===== config.mk =====
export PLATFORM = sky130hd
export DESIGN_NAME = surf_dout_deframer
export DESIGN_NICKNAME = d
export VERILOG_FILES = /design/src/rtl/surf_dout_deframer.sv
export SDC_FILE = /design/constraint.sdc
export NUM_CORES = 1
export LEC_CHECK = 0
export BUFFER_PORTS_ARGS = -buffer_cell sky130_fd_sc_hd__buf_2
export CAP_MARGIN = 15
export CORE_MARGIN = 3
export CORE_UTILIZATION = 30
export CTS_BUF_LIST = sky130_fd_sc_hd__clkbuf_4 sky130_fd_sc_hd__clkbuf_8 sky130_fd_sc_hd__clkbuf_16
export DETAILED_ROUTE_END_ITERATION = 12
export PLACE_DENSITY = 0.47
export SKIP_LAST_GASP = 1
export SYNTH_ARGS = -nofsm -noshare
export SYNTH_HDL_FRONTEND = slang
export SYNTH_SLANG_ARGS = --single-unit

===== constraint.sdc =====
create_clock -name ifclk_i -period 11.5 [get_ports ifclk_i]
set_input_delay 2.3 -clock ifclk_i [delete_from_list [all_inputs] [get_ports ifclk_i]]
set_output_delay 2.3 -clock ifclk_i [all_outputs]
set_load 0.02 [all_outputs]

===== src/rtl/surf_dout_deframer.sv =====
// rtl/surf_dout_deframer.sv - SURF dout byte-stream deframer with AXI4-Stream output
//
// Receive-side endpoint of the SURF event readout link. Generates the phase
// strobe that paces the transmitter, parses each event's 4-byte header, packs
// payload bytes into 32-bit words and hands them to an AXI4-Stream master
// through a small first-word-fall-through FIFO.
//
// Optional feature macro: DEFRAMER_SEQCHK_EN builds the event-number sequence
// checker; without it err_seq_o is constant 0.
//
// Parameters:
//   EVENT_BYTES  payload bytes per event (multiple of 4, >= 4)
//   FIFO_DEPTH   output FIFO depth in words (power of 2, >= 2)
//
// Ports:
//   ifclk_i            clock
//   ifclk_rst_i        synchronous active-high reset
//   dout_data_i        event byte from the link
//   dout_data_valid_i  high for the whole event
//   dout_data_phase_o  byte strobe; a byte is taken when valid && phase
//   m_axis_tdata       output word
//   m_axis_tvalid      output word valid
//   m_axis_tready      downstream ready
//   m_axis_tlast       last word of an event
//   evcount_o          completed event count (wraps)
//   err_trunc_o        sticky: event ended short
//   err_long_o         sticky: event ran past its length
//   err_ovf_o          sticky: FIFO overflow
//   err_seq_o          sticky: event number out of sequence
//   err_clr_i          one-cycle clear of all sticky flags

module surf_dout_deframer #(
    parameter int EVENT_BYTES = 3072,
    parameter int FIFO_DEPTH  = 16
) (
    input  logic        ifclk_i,
    input  logic        ifclk_rst_i,
    input  logic [7:0]  dout_data_i,
    input  logic        dout_data_valid_i,
    output logic        dout_data_phase_o,
    output logic [31:0] m_axis_tdata,
    output logic        m_axis_tvalid,
    input  logic        m_axis_tready,
    output logic        m_axis_tlast,
    output logic [15:0] evcount_o,
    output logic        err_trunc_o,
    output logic        err_long_o,
    output logic        err_ovf_o,
    output logic        err_seq_o,
    input  logic        err_clr_i
);

    localparam int AW = $clog2(FIFO_DEPTH);
    localparam int CW = $clog2(EVENT_BYTES);
    localparam logic [CW-1:0] LAST_IDX = CW'(EVENT_BYTES - 1);
    localparam logic [AW:0]   DEPTH_L  = (AW + 1)'(FIFO_DEPTH);

    typedef enum logic [1:0] {
        S_IDLE    = 2'd0,
        S_HDR     = 2'd1,
        S_PAY     = 2'd2,
        S_WAITLOW = 2'd3
    } state_t;

    state_t         r_state;
    logic           r_phase;
    logic [CW-1:0]  r_idx;
    logic [31:0]    r_word;
    logic           r_wr_en;
    logic [31:0]    r_wr_data;
    logic           r_wr_last;
    logic [15:0]    r_evcount;
    logic           r_err_trunc;
    logic           r_err_long;
    logic           r_err_ovf;

    logic           w_sample;
    logic [1:0]     w_lane;
    logic [31:0]    w_word_next;

    assign w_sample = dout_data_valid_i && r_phase;

    // Byte lane for the incoming byte. The header is big-endian (first byte
    // lands in [31:24]); payload is little-endian (first byte in [7:0]).
    // In IDLE the word starts fresh with the first header byte.
    always_comb begin
        w_lane      = r_idx[1:0];
        w_word_next = r_word;
        case (r_state)
            S_IDLE: begin
                w_lane      = 2'd3;
                w_word_next = 32'd0;
            end
            S_HDR:   w_lane = ~r_idx[1:0];
            default: w_lane = r_idx[1:0];
        endcase
        w_word_next[{w_lane, 3'b000} +: 8] = dout_data_i;
    end

    // Parser FSM. Word writes are registered into r_wr_* and land in the FIFO
    // on the following edge. r_word only ever holds the bytes of the word in
    // progress with unused lanes zero, so a truncation flush writes it as-is
    // (an all-zero word when no partial bytes exist).
    always_ff @(posedge ifclk_i) begin
        if (ifclk_rst_i) begin
            r_state     <= S_IDLE;
            r_phase     <= 1'b0;
            r_idx       <= '0;
            r_word      <= 32'd0;
            r_wr_en     <= 1'b0;
            r_wr_data   <= 32'd0;
            r_wr_last   <= 1'b0;
            r_evcount   <= 16'd0;
            r_err_trunc <= 1'b0;
            r_err_long  <= 1'b0;
        end else begin
            r_phase <= ~r_phase;
            r_wr_en <= 1'b0;

            // Clear first so a same-cycle set below wins.
            if (err_clr_i) begin
                r_err_trunc <= 1'b0;
                r_err_long  <= 1'b0;
            end

            case (r_state)
                S_IDLE: begin
                    if (w_sample) begin
                        r_word  <= w_word_next;
                        r_idx   <= CW'(1);
                        r_state <= S_HDR;
                    end
                end

                S_HDR, S_PAY: begin
                    if (!dout_data_valid_i) begin
                        r_wr_en     <= 1'b1;
                        r_wr_data   <= r_word;
                        r_wr_last   <= 1'b1;
                        r_evcount   <= r_evcount + 16'd1;
                        r_err_trunc <= 1'b1;
                        r_word      <= 32'd0;
                        r_idx       <= '0;
                        r_state     <= S_IDLE;
                    end else if (w_sample) begin
                        if (r_idx[1:0] == 2'd3) begin
                            r_wr_en   <= 1'b1;
                            r_wr_data <= w_word_next;
                            r_word    <= 32'd0;
                            if (r_state == S_HDR) begin
                                r_wr_last <= 1'b0;
                                r_idx     <= '0;
                                r_state   <= S_PAY;
                            end else if (r_idx == LAST_IDX) begin
                                r_wr_last <= 1'b1;
                                r_evcount <= r_evcount + 16'd1;
                                r_idx     <= '0;
                                r_state   <= S_WAITLOW;
                            end else begin
                                r_wr_last <= 1'b0;
                                r_idx     <= r_idx + 1'b1;
                            end
                        end else begin
                            r_word <= w_word_next;
                            r_idx  <= r_idx + 1'b1;
                        end
                    end
                end

                S_WAITLOW: begin
                    if (!dout_data_valid_i) begin
                        r_state <= S_IDLE;
                    end else if (w_sample) begin
                        r_err_long <= 1'b1;
                    end
                end

                default: r_state <= S_IDLE;
            endcase
        end
    end

`ifdef DEFRAMER_SEQCHK_EN
    logic        w_hdr_done;
    logic [15:0] w_hdr_evno;
    logic [15:0] r_seq_exp;
    logic        r_seq_loaded;
    logic        r_err_seq;

    assign w_hdr_done = (r_state == S_HDR) && w_sample && (r_idx[1:0] == 2'd3);
    assign w_hdr_evno = w_word_next[31:16];

    // The first complete header after reset or a clear only primes the
    // expected number; later headers are compared against it.
    always_ff @(posedge ifclk_i) begin
        if (ifclk_rst_i) begin
            r_seq_exp    <= 16'd0;
            r_seq_loaded <= 1'b0;
            r_err_seq    <= 1'b0;
        end else begin
            if (err_clr_i) begin
                r_err_seq    <= 1'b0;
                r_seq_loaded <= 1'b0;
            end
            if (w_hdr_done) begin
                r_seq_exp    <= w_hdr_evno + 16'd1;
                r_seq_loaded <= 1'b1;
                if (r_seq_loaded && !err_clr_i && (w_hdr_evno != r_seq_exp)) begin
                    r_err_seq <= 1'b1;
                end
            end
        end
    end

    assign err_seq_o = r_err_seq;
`else
    assign err_seq_o = 1'b0;
`endif

    // Output FWFT FIFO: {tlast, tdata} per entry.
    logic [32:0]   r_mem [FIFO_DEPTH];
    logic [AW-1:0] r_wptr;
    logic [AW-1:0] r_rptr;
    logic [AW:0]   r_count;
    logic          w_full;
    logic          w_rd;
    logic          w_wr_ok;
    logic [32:0]   w_head;

    assign w_full  = (r_count == DEPTH_L);
    assign w_rd    = m_axis_tvalid && m_axis_tready;
    // A read in the same cycle frees a slot, so a full FIFO can still accept.
    assign w_wr_ok = r_wr_en && (!w_full || w_rd);
    assign w_head  = r_mem[r_rptr];

    always_ff @(posedge ifclk_i) begin
        if (w_wr_ok) begin
            r_mem[r_wptr] <= {r_wr_last, r_wr_data};
        end
    end

    always_ff @(posedge ifclk_i) begin
        if (ifclk_rst_i) begin
            r_wptr    <= '0;
            r_rptr    <= '0;
            r_count   <= '0;
            r_err_ovf <= 1'b0;
        end else begin
            if (w_wr_ok) begin
                r_wptr <= r_wptr + 1'b1;
            end
            if (w_rd) begin
                r_rptr <= r_rptr + 1'b1;
            end
            case ({w_wr_ok, w_rd})
                2'b10:   r_count <= r_count + 1'b1;
                2'b01:   r_count <= r_count - 1'b1;
                default: r_count <= r_count;
            endcase
            if (err_clr_i) begin
                r_err_ovf <= 1'b0;
            end
            if (r_wr_en && !w_wr_ok) begin
                r_err_ovf <= 1'b1;
            end
        end
    end

    // Memory is not reset, so gate the data path to read as zero when empty.
    assign m_axis_tvalid     = (r_count != '0);
    assign m_axis_tdata      = m_axis_tvalid ? w_head[31:0] : 32'd0;
    assign m_axis_tlast      = m_axis_tvalid & w_head[32];
    assign dout_data_phase_o = r_phase;
    assign evcount_o         = r_evcount;
    assign err_trunc_o       = r_err_trunc;
    assign err_long_o        = r_err_long;
    assign err_ovf_o         = r_err_ovf;

endmodule


==> results.md <==
Status:
- The flow ran to the end, and the final reports show no timing, DRC or antenna violations.

Pwr:
- The share of power burned in combinational logic is about 16%.
- The power dissipated by switching net loads is about 1.7 mW.
- The internal power of the cells is 4.38 mW.
- In this run the static leakage power is 9.41 nW.
- The switching fraction of total power is between 20% and 30%.
- The clock network is responsible for 37.0% of the overall power.
- Overall power consumption after layout is estimated at approximately 6.0 mW.
- The power per cell area is 206 mW/mm^2.
- The worst-case IR drop observed on VDD is 0.000147 V.
- The sequential group share of total power is 47.3%.

Route:
- The detailed router put a total of 28.0 mm of wire on met1.
- The DRC violation count after routing is 0.
- The first routing iteration left 1010 violations.
- The average wire per standard cell is 23.6 um.
- The routed length on met3 is around 2.8 mm.
- In this run the remaining antenna-violating nets after routing total 0.
- The vias after detailed routing is 13221.
- The detailed-router iteration count before antenna repair is 5.
- In this run the top signal layer used is met5.
- The wire length on met2 is 30.7 mm.
- The post-detailed-route via-to-cell ratio is 4.98.
- The final wirelength is 62.7 mm.

Synth:
- In this run the cell area of the synthesized design comes to roughly 0.025 mm^2.
- Synthesis produced a netlist with a net count of 1471.
- The area fraction in compound gates after synthesis is 4.41%.
- After synthesis, the largest family of logic cells by area is multiplexers.
- Synthesis instantiated just over 60 different standard cells from the library.
- Counting flops with a built-in enable in the synthesized netlist gives 528.
- The post-synthesis instance total is 1440.
- Synthesis inferred 645 register bits.
- The synthesized design devotes to its leading area cell type 62.7% of total area.
- Summing the areas of all fa, ha and maj instances in the mapped netlist gives less than 1% of the synthesized area.
- In the synthesized netlist the dominant register cell turns out to be sky130_fd_sc_hd__edfxtp_1.
- The portion of the post-synthesis area used by sequential elements is about 72%.
- A synthesized cell averages 17.6 um^2.
- Of all cell types, the one taking the most synthesized area is sky130_fd_sc_hd__edfxtp_1.
- Ranked by total cell area, the synthesized netlist is headed by sky130_fd_sc_hd__edfxtp_1, sky130_fd_sc_hd__mux4_2, sky130_fd_sc_hd__dfxtp_1.
- The share of async-settable or async-resettable flops after synthesis is 0%.
- The multiplexer area fraction after synthesis is between 10% and 20%.
- For this run, the number of Yosys warnings is 0.
- The synthesized netlist devotes 5.11% of its cell area to simple gates.
- The synthesized netlist devotes 1.04% of its cell area to XOR and XNOR gates.

Timing:
- The slew of the pin with the lowest slew margin is approximately 1.1 ns.
- The setup-violating endpoint count in the final report is 0.
- The total negative slack for setup checks is 0 ns.
- For the finished layout, the period the worst path requires is roughly 6.2 ns.
- Dividing the final minimum period by the clock period gives 54.3%.
- The final-report max-slew violation count is 0.
- Derived from the worst setup path, the maximum achievable clock frequency is 160 MHz.
- The worst slew margin relative to its limit is 25.8%.
- The final number of hold-violating endpoints was 0.
- Setup repair after global routing left no endpoint under its margin.
- For the final database, setup skew stands at 0.0337 ns.

Finish:
- The final core area utilization is 35.4%.
- Leaving out fill and tap cells, the most frequent cells in the layout are sky130_fd_sc_hd__edfxtp_1, sky130_fd_sc_hd__mux4_2, sky130_fd_sc_hd__dfxtp_1.
- The most frequent standard cell in the layout excluding fill and tap cells is sky130_fd_sc_hd__edfxtp_1.
- Compared with the post-synthesis result, the final layout area differs by 15.9%.
- The net total in the final layout is 1557.
- Cells with a size suffix above 1 make up between 20% and 30% of the layout.
- The filler cells instantiated in the layout total 7795.

Clock tree:
- The clock transition at the registers of the reported paths is about 0.060 ns.
- Once the clock tree was built, the setup fixing pass inserted 0 buffers.
- The root cell of the clock tree is sky130_fd_sc_hd__clkbuf_16.
- The clock tree from TritonCTS is yes.
- Post-CTS repair changed the size of 0 cells.
- The quantity of hold-fixing buffers added after cts is 0.
- The deepest level of the CTS H-tree is 3.
- The count of clock tree sinks is approximately 650.
- In this run, CTS created clock tree buffers numbering 72.
- No sink is reached through more buffers than the 3 on the longest clock path.
- The latest clock arrival within the worst-skew pair is approximately 0.62 ns.

Critical path:
- The setup slack of the most critical reg-to-reg path is 8.08 ns.
- The kind of start point of the critical path is a flop.
- The endpoint identified for the worst register-to-register timing path is r_count[4].
- The worst register-to-register path begins at r_count[0].
- STA puts the critical path data required time at 9.20 ns.
- In this run the worst path has a maximum fanout of between 60 and 70.
- The path depth of the worst reg2reg path is 11.
- STA puts the critical path data arrival time at 3.95 ns.
- The type of the worst setup path is flop to output port.
- The critical path capture point type is an output port.

Floorplan:
- 68 I/O pins were placed.
- The area of the placeable core is 0.0828 mm^2.
- The horizontal die dimension is 296 um.
- The starting utilization of the core area is 30.6%.
- The floorplan step defined a die boundary enclosing 0.0879 mm^2.
- Row generation in the floorplan step produced 105 rows.
- The floorplan step set the die height to between 200 and 300 um.

GRT:
- Global routing consumed, over all layers together, 14.4% of the routing resources.
- The via count of the first global-routing pass was 13840.
- The pin count of the biggest net entering global routing is 77.
- The initial antenna violation count came to 6.
- The first global-routing pass estimated 92.6 mm of wire.
- The total overflow left after global routing is 0.

Placed design:
- In this run the tool buffered the top-level ports with 66 buffer cells.
- The HPWL after detailed placement is around 32 mm.
- The final weighted congestion in routability-driven placement is 0.738.

Worst hold path:
- The tightest min-delay check is of the flop to flop type.
- The path with the worst hold slack has its endpoint at err_ovf_o.
- The hold path startpoint is err_ovf_o.
- The count of cells along the worst hold path is 2.

Job:
- The count of max-cap constraint violations is 0.
==> power by group through the flow <==
| stage | clock (mW) | combinational (mW) | sequential, mW |
|---|---|---|---|
| after CTS | 2.30 | 0.977 | 2.86 |
| after global placement | 0 | 0.967 | 2.91 |
| after detailed placement | 0 | 0.974 | 2.91 |
| after floorplan | 0 | 0.730 | 2.80 |
| final | 2.23 | 0.952 | 2.86 |
| after global routing | 2.40 | 1.05 | 2.88 |
==> Yosys cell counts (2+ instances only) <==
cell type                    n
sky130_fd_sc_hd__o22ai_1    34
sky130_fd_sc_hd__clkbuf_1   60
sky130_fd_sc_hd__nand2_1    73
sky130_fd_sc_hd__nor3_1     16
sky130_fd_sc_hd__buf_1      11
sky130_fd_sc_hd__nor2b_1    15
sky130_fd_sc_hd__nand3_1    17
sky130_fd_sc_hd__mux2_2     11
sky130_fd_sc_hd__a211o_1     2
sky130_fd_sc_hd__a22o_1     24
sky130_fd_sc_hd__and3_1      2
sky130_fd_sc_hd__dfxtp_1   117
sky130_fd_sc_hd__xor2_1     16
sky130_fd_sc_hd__buf_4       2
sky130_fd_sc_hd__edfxtp_1  528
sky130_fd_sc_hd__mux2i_1    69
sky130_fd_sc_hd__nand4_1    21
sky130_fd_sc_hd__and2_1      2
sky130_fd_sc_hd__o21ai_0    23
sky130_fd_sc_hd__buf_6       2
sky130_fd_sc_hd__and3_2      2
sky130_fd_sc_hd__a31oi_1     2
sky130_fd_sc_hd__ha_1       17
sky130_fd_sc_hd__o32ai_1     2
sky130_fd_sc_hd__nand2b_1   14
sky130_fd_sc_hd__a21o_1     10
sky130_fd_sc_hd__inv_1      18
sky130_fd_sc_hd__mux4_2    132
sky130_fd_sc_hd__a221oi_1    9
sky130_fd_sc_hd__or3_1       6
sky130_fd_sc_hd__xnor2_1    14
sky130_fd_sc_hd__and4_1      3
sky130_fd_sc_hd__buf_2       7
sky130_fd_sc_hd__a211oi_1   12
sky130_fd_sc_hd__a21oi_1    39
sky130_fd_sc_hd__o21ai_1     2
sky130_fd_sc_hd__nor2_1     81
==> worst max-delay path, cell delays in order, from the launching register on <==
cell	delay, ns
sky130_fd_sc_hd__dfxtp_4	1.07
sky130_fd_sc_hd__buf_4	0.96
sky130_fd_sc_hd__mux4_2	0.37
sky130_fd_sc_hd__mux2i_1	0.09
sky130_fd_sc_hd__o22ai_1	0.50
sky130_fd_sc_hd__buf_2	0.27
==> state kept, by name, indices dropped and copies added, names as in the netlist, 2 cells and up, named ones only <==
signal,count
r_state,2
r_rptr,4
r_word,32
evcount_o,16
r_wptr,4
r_wr_data,32
r_mem,528
r_idx,12
r_count,5
==> layer usage <==
layer,global-route usage (%),up-vias
li1,-,5913
met1,19.1,6962
met2,24.3,255
met3,2.90,87
met4,3.46,4
met5,0,-
==> final cells by class <==
class                      instances  area (um^2)  area share, %
clock buffer                      98         2040           6.96
timing repair buffer              94          538           1.83
antenna                            3         7.51         0.0256
tap                             1070         1340           4.57
multi-input combinational        694         6810           23.2
sequential                       645        18200           62.1
clock inverter                    33          305           1.04
inverter                          19         71.3          0.243
==> per-stage QoR <==
stage	hold WS, ns	area (um^2)	instances	setup slack, ns
after floorplan	0.440	25300	1440	5.67
after global placement	0.453	27000	2520	5.81
after detailed placement	0.450	27000	2520	5.83
after CTS	0.460	29300	2651	5.16
after global routing	0.482	29300	2654	5.05
final	0.458	29300	2656	5.25
==> cell families (layout without fill, tap and decap cells) <==
kind of cell,Yosys count,count (layout)
compound gates,168,168
xor+xnor,30,30
flops,645,645
mux,212,212
fa+ha+maj,18,18
simple gates,265,265
buf+inv,101,244
other cells,1,4
==> worst max path at each step <==
| stage | endpoint | slack [ns] |
|---|---|---|
| floorplan | r_mem[3][0] | 5.67 |
| global placement | m_axis_tdata[5] | 5.81 |
| detailed placement | m_axis_tdata[5] | 5.83 |
| CTS | m_axis_tdata[5] | 5.16 |
| global route | m_axis_tdata[5] | 5.05 |
| finish | m_axis_tdata[0] | 5.25 |
No activity file was read; power rests on OpenSTA's default activity.
